<file path="config.mk">
export PLATFORM = sky130hd
export DESIGN_NAME = pipo_load_arb
export DESIGN_NICKNAME = d
export VERILOG_FILES = /design/src/rtl/pipo_load_arb.sv
export SDC_FILE = /design/constraint.sdc
export NUM_CORES = 1
export LEC_CHECK = 0
export CAP_MARGIN = 10
export CORE_MARGIN = 5
export CORE_UTILIZATION = 49
export DETAILED_ROUTE_END_ITERATION = 6
export PLACE_DENSITY = 0.82
export SLEW_MARGIN = 20
export SYNTH_ARGS = -nofsm -noshare
export SYNTH_HDL_FRONTEND = slang
export SYNTH_SLANG_ARGS = --single-unit
</file>
<file path="constraint.sdc">
create_clock -name clk_i -period 3.2 [get_ports clk_i]
set_input_delay 0.64 -clock clk_i [delete_from_list [all_inputs] [get_ports clk_i]]
set_output_delay 0.64 -clock clk_i [all_outputs]
set_load 0.05 [all_outputs]
</file>
<file path="src/rtl/pipo_load_arb.sv">
// Two-requester round-robin arbiter that drives load strobes into a 4-bit
// parallel-in/parallel-out register and enforces a hold-off period after each load.
module pipo_load_arb #(
  parameter int unsigned HOLD_CYCLES = 2
) (
  input  logic       clk_i,
  input  logic       rst_i,
  input  logic       req0_valid_i,
  input  logic [3:0] req0_data_i,
  output logic       req0_ready_o,
  input  logic       req1_valid_i,
  input  logic [3:0] req1_data_i,
  output logic       req1_ready_o,
  output logic       load_o,
  output logic [3:0] data_o,
  output logic [1:0] grant_o,
  output logic       busy_o,
  output logic [7:0] load_count_o
);

  localparam logic [1:0] S_IDLE     = 2'd0;
  localparam logic [1:0] S_LOAD     = 2'd1;
  localparam logic [1:0] S_COOLDOWN = 2'd2;

  // The cooldown counter is loaded with the last index so it spends exactly HOLD_CYCLES cycles.
  localparam logic [3:0] HOLD_LAST = (HOLD_CYCLES == 0) ? 4'd0 : 4'(HOLD_CYCLES - 1);

  logic [1:0] state_q, state_d;
  logic [3:0] hold_q, hold_d;
  logic       prio_q, prio_d;      // 1: requester 1 has priority
  logic       load_q, load_d;
  logic [3:0] data_q, data_d;
  logic [1:0] grant_q, grant_d;
  logic       busy_q, busy_d;
  logic [7:0] count_q, count_d;
  logic       win1;

  // Requester 1 wins when it is the only one asking, or when both ask and it holds priority.
  assign win1 = req1_valid_i & (~req0_valid_i | prio_q);

  // NOTE: every next-state variable gets a default before the case so no path can infer a latch.
  always_comb begin
    state_d = state_q;
    hold_d  = hold_q;
    prio_d  = prio_q;
    load_d  = 1'b0;
    data_d  = data_q;
    grant_d = 2'b00;
    busy_d  = busy_q;
    count_d = count_q;
    case (state_q)
      S_IDLE: begin
        if (req0_valid_i || req1_valid_i) begin
          state_d = S_LOAD;
          load_d  = 1'b1;
          grant_d = win1 ? 2'b10 : 2'b01;
          data_d  = win1 ? req1_data_i : req0_data_i;
          busy_d  = 1'b1;
        end
      end
      S_LOAD: begin
        count_d = count_q + 8'd1;
        prio_d  = grant_q[0];
        if (HOLD_CYCLES == 0) begin
          state_d = S_IDLE;
          busy_d  = 1'b0;
        end else begin
          state_d = S_COOLDOWN;
          hold_d  = HOLD_LAST;
        end
      end
      S_COOLDOWN: begin
        if (hold_q == 4'd0) begin
          state_d = S_IDLE;
          busy_d  = 1'b0;
        end else begin
          hold_d = hold_q - 4'd1;
        end
      end
      default: begin
        state_d = S_IDLE;
        busy_d  = 1'b0;
      end
    endcase
  end

  // NOTE: state registers use non-blocking assignments and are all cleared by the async reset,
  // so an in-flight load or cooldown is simply discarded.
  always_ff @(posedge clk_i or posedge rst_i) begin
    if (rst_i) begin
      state_q <= S_IDLE;
      hold_q  <= 4'd0;
      prio_q  <= 1'b0;
      load_q  <= 1'b0;
      data_q  <= 4'h0;
      grant_q <= 2'b00;
      busy_q  <= 1'b0;
      count_q <= 8'h00;
    end else begin
      state_q <= state_d;
      hold_q  <= hold_d;
      prio_q  <= prio_d;
      load_q  <= load_d;
      data_q  <= data_d;
      grant_q <= grant_d;
      busy_q  <= busy_d;
      count_q <= count_d;
    end
  end

  // Grant is non-zero only during LOAD, so each grant flop doubles as that requester's ready.
  assign req0_ready_o = grant_q[0];
  assign req1_ready_o = grant_q[1];
  assign load_o       = load_q;
  assign data_o       = data_q;
  assign grant_o      = grant_q;
  assign busy_o       = busy_q;
  assign load_count_o = count_q;

endmodule

</file>
==> results_dict.tcl, run 1 <==
set metrics [dict create \
    cts_resized 0 \
    vias 811 \
    cap_violations 0 \
    critical_path.slowest_cell "clkdlybuf4s50_1" \
    synth.avg_cell_area_sq_um 10.8 \
    grt_pass1_wl_um 3460 \
    viasPerCell 5.23 \
    hpwl_um 1610 \
    status "finished, final reports clean" \
    final_common_cell "clkdlybuf4s50_1" \
    cp_max_fo 6 \
    gr-total-overflow 0 \
    layout.cells.non_filler 155 \
    utilization 0.688 \
    drt_pass1_iterations 4 \
    critPathTopFamily "buffers and inverters" \
    synth_fp_nets 112 \
    rows 16 \
    cts_hold_buf 0 \
    critPathMaxStageDelay_ns 0.84 \
    use_met1 0.176 \
    fin_worst_skew_ns 0.00251 \
    criticalPathCategory "reg2out" \
    rsz0062_at_grt "no" \
    die_area_sq_um 3180 \
    synth_area_leader_cell "dfrtp_1" \
    busiest_layer "met2" \
    p_leak_uw 0.000590 \
    crit_required_ns 2.56 \
    port_buffers 29 \
    hold_viol 0 \
    tns_ns 0 \
    crit_chain "clkdlybuf4s50_1" \
    drive_above_1_share 0.0547 \
    whs_ns 0.478 \
    antenna_found_initial 0 \
    layout-area-overhead-vs-synth_pct 30.8 \
    ant_nets 0 \
    track_usage 0.136 \
    power_density_nw_per_um2 1050 \
    cts_setup_buffers 0 \
    core_area_sq_um 2000 \
    htree_levels 1 \
    max_slew_margin 0.448 \
    finalPower_uw 1440 \
    cp-start-kind "flop" \
    ir_drop_v 0.000607 \
    wirelength_um 1970 \
    cts.clk_slew.worst_paths_ns 0.11 \
    clock_latency_ns 0.30 \
    drv_slew 0 \
    cp-end-kind "output pin" \
    grtUsageMet2 0.227 \
    final_cell_mix "clkdlybuf4s50_1 (29), dfrtp_1 (23), nand2_1 (11)" \
    synth.distinct_cells 30 \
    numCtsBuffers 3 \
    drcViolationCount 0 \
    cts_root_buffer "clkbuf_4" \
    crit_arrival_ns 1.59 \
    tightestPinTransition_ns 0.828 \
    fp.dieW_um 56.4 \
    hp-class "reg2reg" \
    crit_buf_inv 1 \
    die_h_um 56.4 \
    drt_iter0_markers 7 \
    fin_crit_sh 0.697 \
    syn_area_sq_um 1050 \
    syn_inst 98 \
    pin_count 30 \
    clockBufferDepth 2 \
    fillers 146 \
    seq_area_frac_synth 0.546 \
    final_nets 143 \
    netlist_top_cells_area "dfrtp_1 (55%), xnor2_1 (6.7%), nand2_1 (3.9%)" \
    ys.warnings.count 0 \
    grt_max_degree 24 \
    ys_ff_latch 23 \
    met3_usage 0.0298 \
    gp_congestion 0.835 \
    cts_tree "done" \
    n_antenna_cell 0 \
    dp.cells 151 \
    synth_top_area_frac 0.546 \
    fmax_mhz 448 \
    initial_core_util 0.526 \
    grt_pass1_vias 761 \
    wire_per_inst_um 12.7 \
    final.min_clock_period_ns 2.23 \
    finalSetupViolations 0 \
    clock-sinks 23 \
]
[cell usage after synthesis, drive strengths merged]
library cell  number
a21boi             1
a21o               1
a21oi              5
a31oi              4
and2               2
and2b              1
and3               2
and4b              1
buf                3
dfrtp             23
ha                 2
inv                5
mux2i              3
nand2             11
nand2b             2
nand3              4
nand3b             1
nand4              4
nor2               2
nor2b              1
nor3               2
nor3b              1
nor4bb             1
o21ai              6
or2                2
xnor2              8
[sequential cells by signal (all words and copies together) (netlist names)]
signal	cells
prio_q	1
state_q	2
hold_q	4
grant_o	2
data_o	4
load_o	1
load_count_o	8
busy_o	1
[through the flow]
| stage | cell area [sq um] | setup WS (ns) |
|---|---|---|
| 2_1_floorplan | 1050 | 1.66 |
| 3_3_place_gp | 1350 | 1.26 |
| 3_5_place_dp | 1350 | 1.23 |
| 4_1_cts | 1380 | 0.957 |
| 5_1_grt | 1380 | 0.909 |
| 6_report | 1380 | 0.970 |
[layer usage]
layer | part of all wire | up-vias
met3 | 0.069 | 2
met4 | 0.0046 | 0
met5 | 0 | -
li1 | - | 401
met2 | 0.49 | 29
met1 | 0.44 | 379
[worst paths after layout]
check	from	to	slack [ns]	cells past startpoint
max	load_count_o[0]$_DFFE_PP0P_	load_count_o[0]	0.97	1
min	load_count_o[7]$_DFFE_PP0P_	load_count_o[7]$_DFFE_PP0P_	0.48	1
max reg2reg	hold_q[0]$_DFFE_PP0P_	state_q[1]$_DFFE_PP0P_	1.75	5
min reg2reg	load_count_o[7]$_DFFE_PP0P_	load_count_o[7]$_DFFE_PP0P_	0.48	1
max in group asynchronous	rst_i	grant_o[0]$_DFF_PP0_	1.90	2
min in group asynchronous	rst_i	load_count_o[7]$_DFFE_PP0P_	0.79	2
[report_power, final]
| group | internal [uW] | total, uW | switching [uW] | leakage, uW |
|---|---|---|---|---|
| combinational | 297 | 795 | 498 | 0.000289 |
| sequential | 405 | 522 | 117 | 0.000287 |
| clock | 48.5 | 127 | 78.1 | 0.0000150 |
| total | 751 | 1440 | 693 | 0.000590 |
[logic make-up (layout without fill, tap and decap cells)]
| logic type | Yosys count | in the layout | share of synthesized area |
|---|---|---|---|
| XOR/XNOR | 8 | 8 | 0.0665 |
| flip-flops | 23 | 23 | 0.546 |
| AO/OA/AOI/OAI | 17 | 17 | 0.0903 |
| AND/OR/NAND/NOR | 37 | 37 | 0.202 |
| multiplexers | 3 | 3 | 0.0285 |
| adder cells (fa/ha/maj) | 2 | 2 | 0.0237 |
| buffers and inverters | 8 | 38 | 0.0428 |
[layout make-up]
type	count	area (sq um)	share of cell area
Clock buffer	4	26.3	0.0191
Timing Repair Buffer	29	290	0.211
Sequential cell	23	576	0.418
Inverter	5	18.8	0.0136
Multi-Input combinational cell	67	433	0.314
Tap cell	27	33.8	0.0245
(Power assumes the default switching activity.)
==> run 2: changes to the inputs <==
CORE_UTILIZATION = 41   (was 49)
PLACE_DENSITY = 0.73   (was 0.82)
clock period = 1.9 ns   (was 3.2 ns; I/O delays follow)
==> results_dict.tcl, run 2 (same netlist as run 1, synthesis figures left out) <==
set metrics [dict create \
    gr-total-overflow 0 \
    pin_count 30 \
    initial_core_util 0.425 \
    rsz0062_at_grt "no" \
    n_antenna_cell 0 \
    drcViolationCount 0 \
    viasPerCell 4.99 \
    numCtsBuffers 3 \
    drt_pass1_iterations 4 \
    layout-area-overhead-vs-synth_pct 30.2 \
    tightestPinTransition_ns 0.506 \
    cts_tree "done" \
    rows 18 \
    die_h_um 60.7 \
    crit_arrival_ns 1.46 \
    rr_worst_depth 5 \
    finalSetupViolations 0 \
    cts_hold_buf 0 \
    use_met1 0.172 \
    clockBufferDepth 2 \
    antenna_found_initial 0 \
    drt_iter0_markers 19 \
    hp-class "in2async" \
    hold_viol 0 \
    tns_ns 0 \
    critical_path.slowest_cell "clkdlybuf4s50_1" \
    ant_nets 0 \
    fin_worst_skew_ns 0.00249 \
    wirelength_um 2050 \
    ff_latch_area_sq_um 576 \
    ir_drop_v 0.00111 \
    cp-start-kind "flop" \
    dp.cells 156 \
    crit_required_ns 1.52 \
    wire_per_inst_um 12.8 \
    cts_setup_buffers 0 \
    worstReg2RegStart "hold_q[0]$_DFFE_PP0P_" \
    regToRegSetupSlack_ns 0.42 \
    final_common_cell "dfrtp_1" \
    clock_latency_ns 0.30 \
    multi_input_area_sq_um 433 \
    cp_max_fo 2 \
    power_density_nw_per_um2 1750 \
    fin_crit_sh 0.968 \
    final_nets 145 \
    busiest_layer "met2" \
    largest_register_ffs 8 \
    hpwl_um 1570 \
    crit_buf_inv 1 \
    cap_violations 0 \
    grt_pass1_wl_um 3630 \
    criticalPathCategory "reg2out" \
    gp_congestion 0.843 \
    utilization 0.554 \
    drive_above_1_share 0.162 \
    cts.clk_slew.worst_paths_ns 0.11 \
    met3_usage 0.0383 \
    grt_pass1_vias 790 \
    p_leak_uw 0.000641 \
    cts_root_buffer "clkbuf_4" \
    die_area_sq_um 3680 \
    drv_slew 0 \
    core_area_sq_um 2480 \
    critPathTopFamily "buffers and inverters" \
    fmax_mhz 544 \
    track_usage 0.135 \
    layout.cells.non_filler 160 \
    port_buffers 29 \
    max_slew_margin 0.662 \
    fillers 239 \
    crit_chain "clkdlybuf4s50_1" \
    final.min_clock_period_ns 1.84 \
    r2r-end "state_q[1]$_DFFE_PP0P_" \
    cp-end-kind "output pin" \
    fp.dieW_um 60.7 \
    finalPower_uw 2400 \
    final_cell_mix "dfrtp_1 (23), clkdlybuf4s50_1 (15), buf_4 (14)" \
    vias 799 \
    clock-sinks 23 \
    cts_resized 0 \
    grt_max_degree 24 \
    status "finished, final reports clean" \
    htree_levels 1 \
    critPathMaxStageDelay_ns 0.80 \
    grtUsageMet2 0.208 \
]
## run 2: changes by cell type in the layout (fill, tap and decap cells not counted), sizes merged
cell and delta:
dlymetal6s2s +2, clkdlybuf4s50 -14, buf +14
## run 2: where the power goes
group	switching (uW)	internal [uW]	leakage [uW]
logic	833	463	0.000339
registers	203	682	0.000287
clock network	135	81.8	0.0000150
total	1170	1230	0.000641
## run 2: routing by layer
layer	part of all wire	up-vias
met1	0.46	373
met5	0	-
met3	0.071	2
li1	-	401
met2	0.46	23
met4	0.0093	0
## run 2: area by class of cell
class	instances	share of cell area
multi-input combinational	67	0.316
sequential	23	0.420
inverter	5	0.0137
tap	30	0.0274
clock buffer	4	0.0192
timing repair buffer	31	0.204
## run 2: per-stage QoR
step                hold WS, ns  instance area (sq um)  setup WS [ns]
floorplan                 0.382                   1050          0.513
global placement          0.463                   1340          0.314
detailed placement        0.467                   1340          0.289
CTS                       0.398                   1370        0.00972
global route              0.427                   1370        0.00649
finish                    0.399                   1370         0.0605
## run 2: how the worst max path moves through the flow
| stage | to | cells past startpoint | slack [ns] | start |
|---|---|---|---|---|
| 2_1_floorplan | load_count_o[5]$_DFFE_PP0P_ | 3 | 0.51 | load_count_o[2]$_DFFE_PP0P_ |
| 5_1_grt | grant_o[1] | 1 | 0.006 | grant_o[1]$_DFF_PP0_ |
| 4_1_cts | load_count_o[7] | 1 | 0.01 | load_count_o[7]$_DFFE_PP0P_ |
| 3_5_place_dp | grant_o[0]$_DFF_PP0_ | 4 | 0.29 | req0_valid_i |
| 3_3_place_gp | busy_o$_DFFE_PP0P_ | 4 | 0.31 | req0_valid_i |
| 6_report | data_o[3] | 1 | 0.06 | data_o[3]$_DFFE_PP0P_ |
==> run 3: changes to the inputs <==
PLACE_DENSITY = 0.83   (was 0.73)
SLEW_MARGIN = not set   (was 20)
==> results_dict.tcl, run 3 (same netlist as run 1, synthesis figures left out) <==
set metrics [dict create \
    crit_chain "clkdlybuf4s50_1" \
    cts_setup_buffers 0 \
    grt_pass1_wl_um 3740 \
    power_density_nw_per_um2 1740 \
    fillers 234 \
    final_common_cell "dfrtp_1" \
    crit_arrival_ns 1.47 \
    r2r-end "state_q[1]$_DFFE_PP0P_" \
    pin_count 30 \
    clockPowerShare 0.091 \
    gr-total-overflow 0 \
    cp-start-kind "flop" \
    hpwl_um 1720 \
    cap_violations 0 \
    combPwrFrac 0.541 \
    initial_core_util 0.425 \
    gp_congestion 0.800 \
    utilization 0.558 \
    swShare 0.493 \
    p_leak_uw 0.000680 \
    die_h_um 60.7 \
    whs_ns 0.388 \
    critPathMaxStageDelay_ns 0.81 \
    layout.cells.non_filler 160 \
    status "finished, final reports clean" \
    p_seq_frac 0.369 \
    internal_power_uw 1220 \
    final.min_clock_period_ns 1.85 \
    n_antenna_cell 0 \
    core_area_sq_um 2480 \
    clock_latency_ns 0.31 \
    fp.dieW_um 60.7 \
    rr_worst_depth 5 \
    drt_iter0_markers 24 \
    final_nets 145 \
    max_slew_margin 0.661 \
    switchingPower_uw 1190 \
    crit_buf_inv 1 \
    port_buffers 29 \
    hold_viol 0 \
    antenna_found_initial 0 \
    viasPerCell 5.18 \
    clockBufferDepth 2 \
    ant_nets 0 \
    path_depth 1 \
    drcViolationCount 0 \
    wire_per_inst_um 13.4 \
    grt_pass1_vias 828 \
    cp-end-kind "output pin" \
    clock-sinks 23 \
    die_area_sq_um 3680 \
    crit_required_ns 1.52 \
    grt_max_degree 24 \
    rsz0062_at_grt "no" \
    largest_register_ffs 8 \
    hp-class "in2async" \
    ir_drop_v 0.00114 \
    fin_worst_skew_ns 0.0178 \
    track_usage 0.137 \
    vias 828 \
    numCtsBuffers 3 \
    rows 18 \
    drv_slew 0 \
    cts.clk_slew.worst_paths_ns 0.13 \
    drive_above_1_share 0.154 \
    cts_root_buffer "clkbuf_4" \
    worstReg2RegStart "hold_q[0]$_DFFE_PP0P_" \
    critPathTopFamily "buffers and inverters" \
    htree_levels 1 \
    layout-area-overhead-vs-synth_pct 31.2 \
    cts_tree "done" \
    final_cell_mix "dfrtp_1 (23), clkdlybuf4s50_1 (12), buf_4 (12)" \
    regToRegSetupSlack_ns 0.42 \
    drt_pass1_iterations 4 \
    dp.cells 156 \
    tightestPinTransition_ns 0.508 \
    wirelength_um 2140 \
    criticalPathCategory "reg2out" \
    finalSetupViolations 0 \
    cp_max_fo 2 \
    fin_crit_sh 0.972 \
    fmax_mhz 541 \
    critical_path.slowest_cell "clkdlybuf4s50_1" \
    tns_ns 0 \
]
run 3: cell types whose count changed in the layout (fill, tap and decap cells not counted):
cell             change
clkinv_2             +1
dlymetal6s2s_1       +3
clkbuf_1             -1
clkdlybuf4s50_1      -3
dlygate4sd2_1        +2
buf_4                -2
run 3: per-layer routing:
layer / track usage / part of all wire
met1: 0.178 / 0.41
met2: 0.227 / 0.50
met3: 0.0170 / 0.078
met4: 0.0650 / 0.015
met5: 0 / 0
run 3: worst max path at each step:
stage                                      startpoint                           to  slack, ns
after floorplan           load_count_o[2]$_DFFE_PP0P_  load_count_o[5]$_DFFE_PP0P_       0.51
after global placement                   req0_valid_i           busy_o$_DFFE_PP0P_       0.33
after detailed placement                 req0_valid_i           busy_o$_DFFE_PP0P_       0.29
after CTS                       data_o[2]$_DFFE_PP0P_                    data_o[2]      0.004
after global routing             grant_o[1]$_DFF_PP0_                 req1_ready_o      0.004
final                            grant_o[1]$_DFF_PP0_                 req1_ready_o       0.05
run 3: repair_timing:
action                     in CTS  in global routing
setup endpoints to repair       2                  6
gates resized for setup         2                  5
hold buffers                    0                  0
run 3: area by class of cell:
cell class,instances,area (sq um),area share
sequential,23,576,0.416
multi-input combinational,67,433,0.313
timing repair buffer,31,290,0.210
tap,30,37.5,0.0271
clock buffer,3,22.5,0.0163
inverter,5,18.8,0.0136
clock inverter,1,5.00,0.00362
run 3: power by group through the flow:
stage / logic [uW] / clock network (uW) / registers [uW]
floorplan: 532 / 0 / 1300
global placement: 1290 / 0 / 891
detailed placement: 1320 / 0 / 900
CTS: 1320 / 223 / 890
global route: 1400 / 236 / 918
finish: 1300 / 218 / 886
run 3: metrics by stage:
stage	area, sq um	total power (uW)	setup WS [ns]
after floorplan	1050	1830	0.513
after global placement	1350	2180	0.328
after detailed placement	1350	2220	0.295
after CTS	1370	2430	0.00370
after global routing	1380	2560	0.00401
final	1380	2400	0.0531
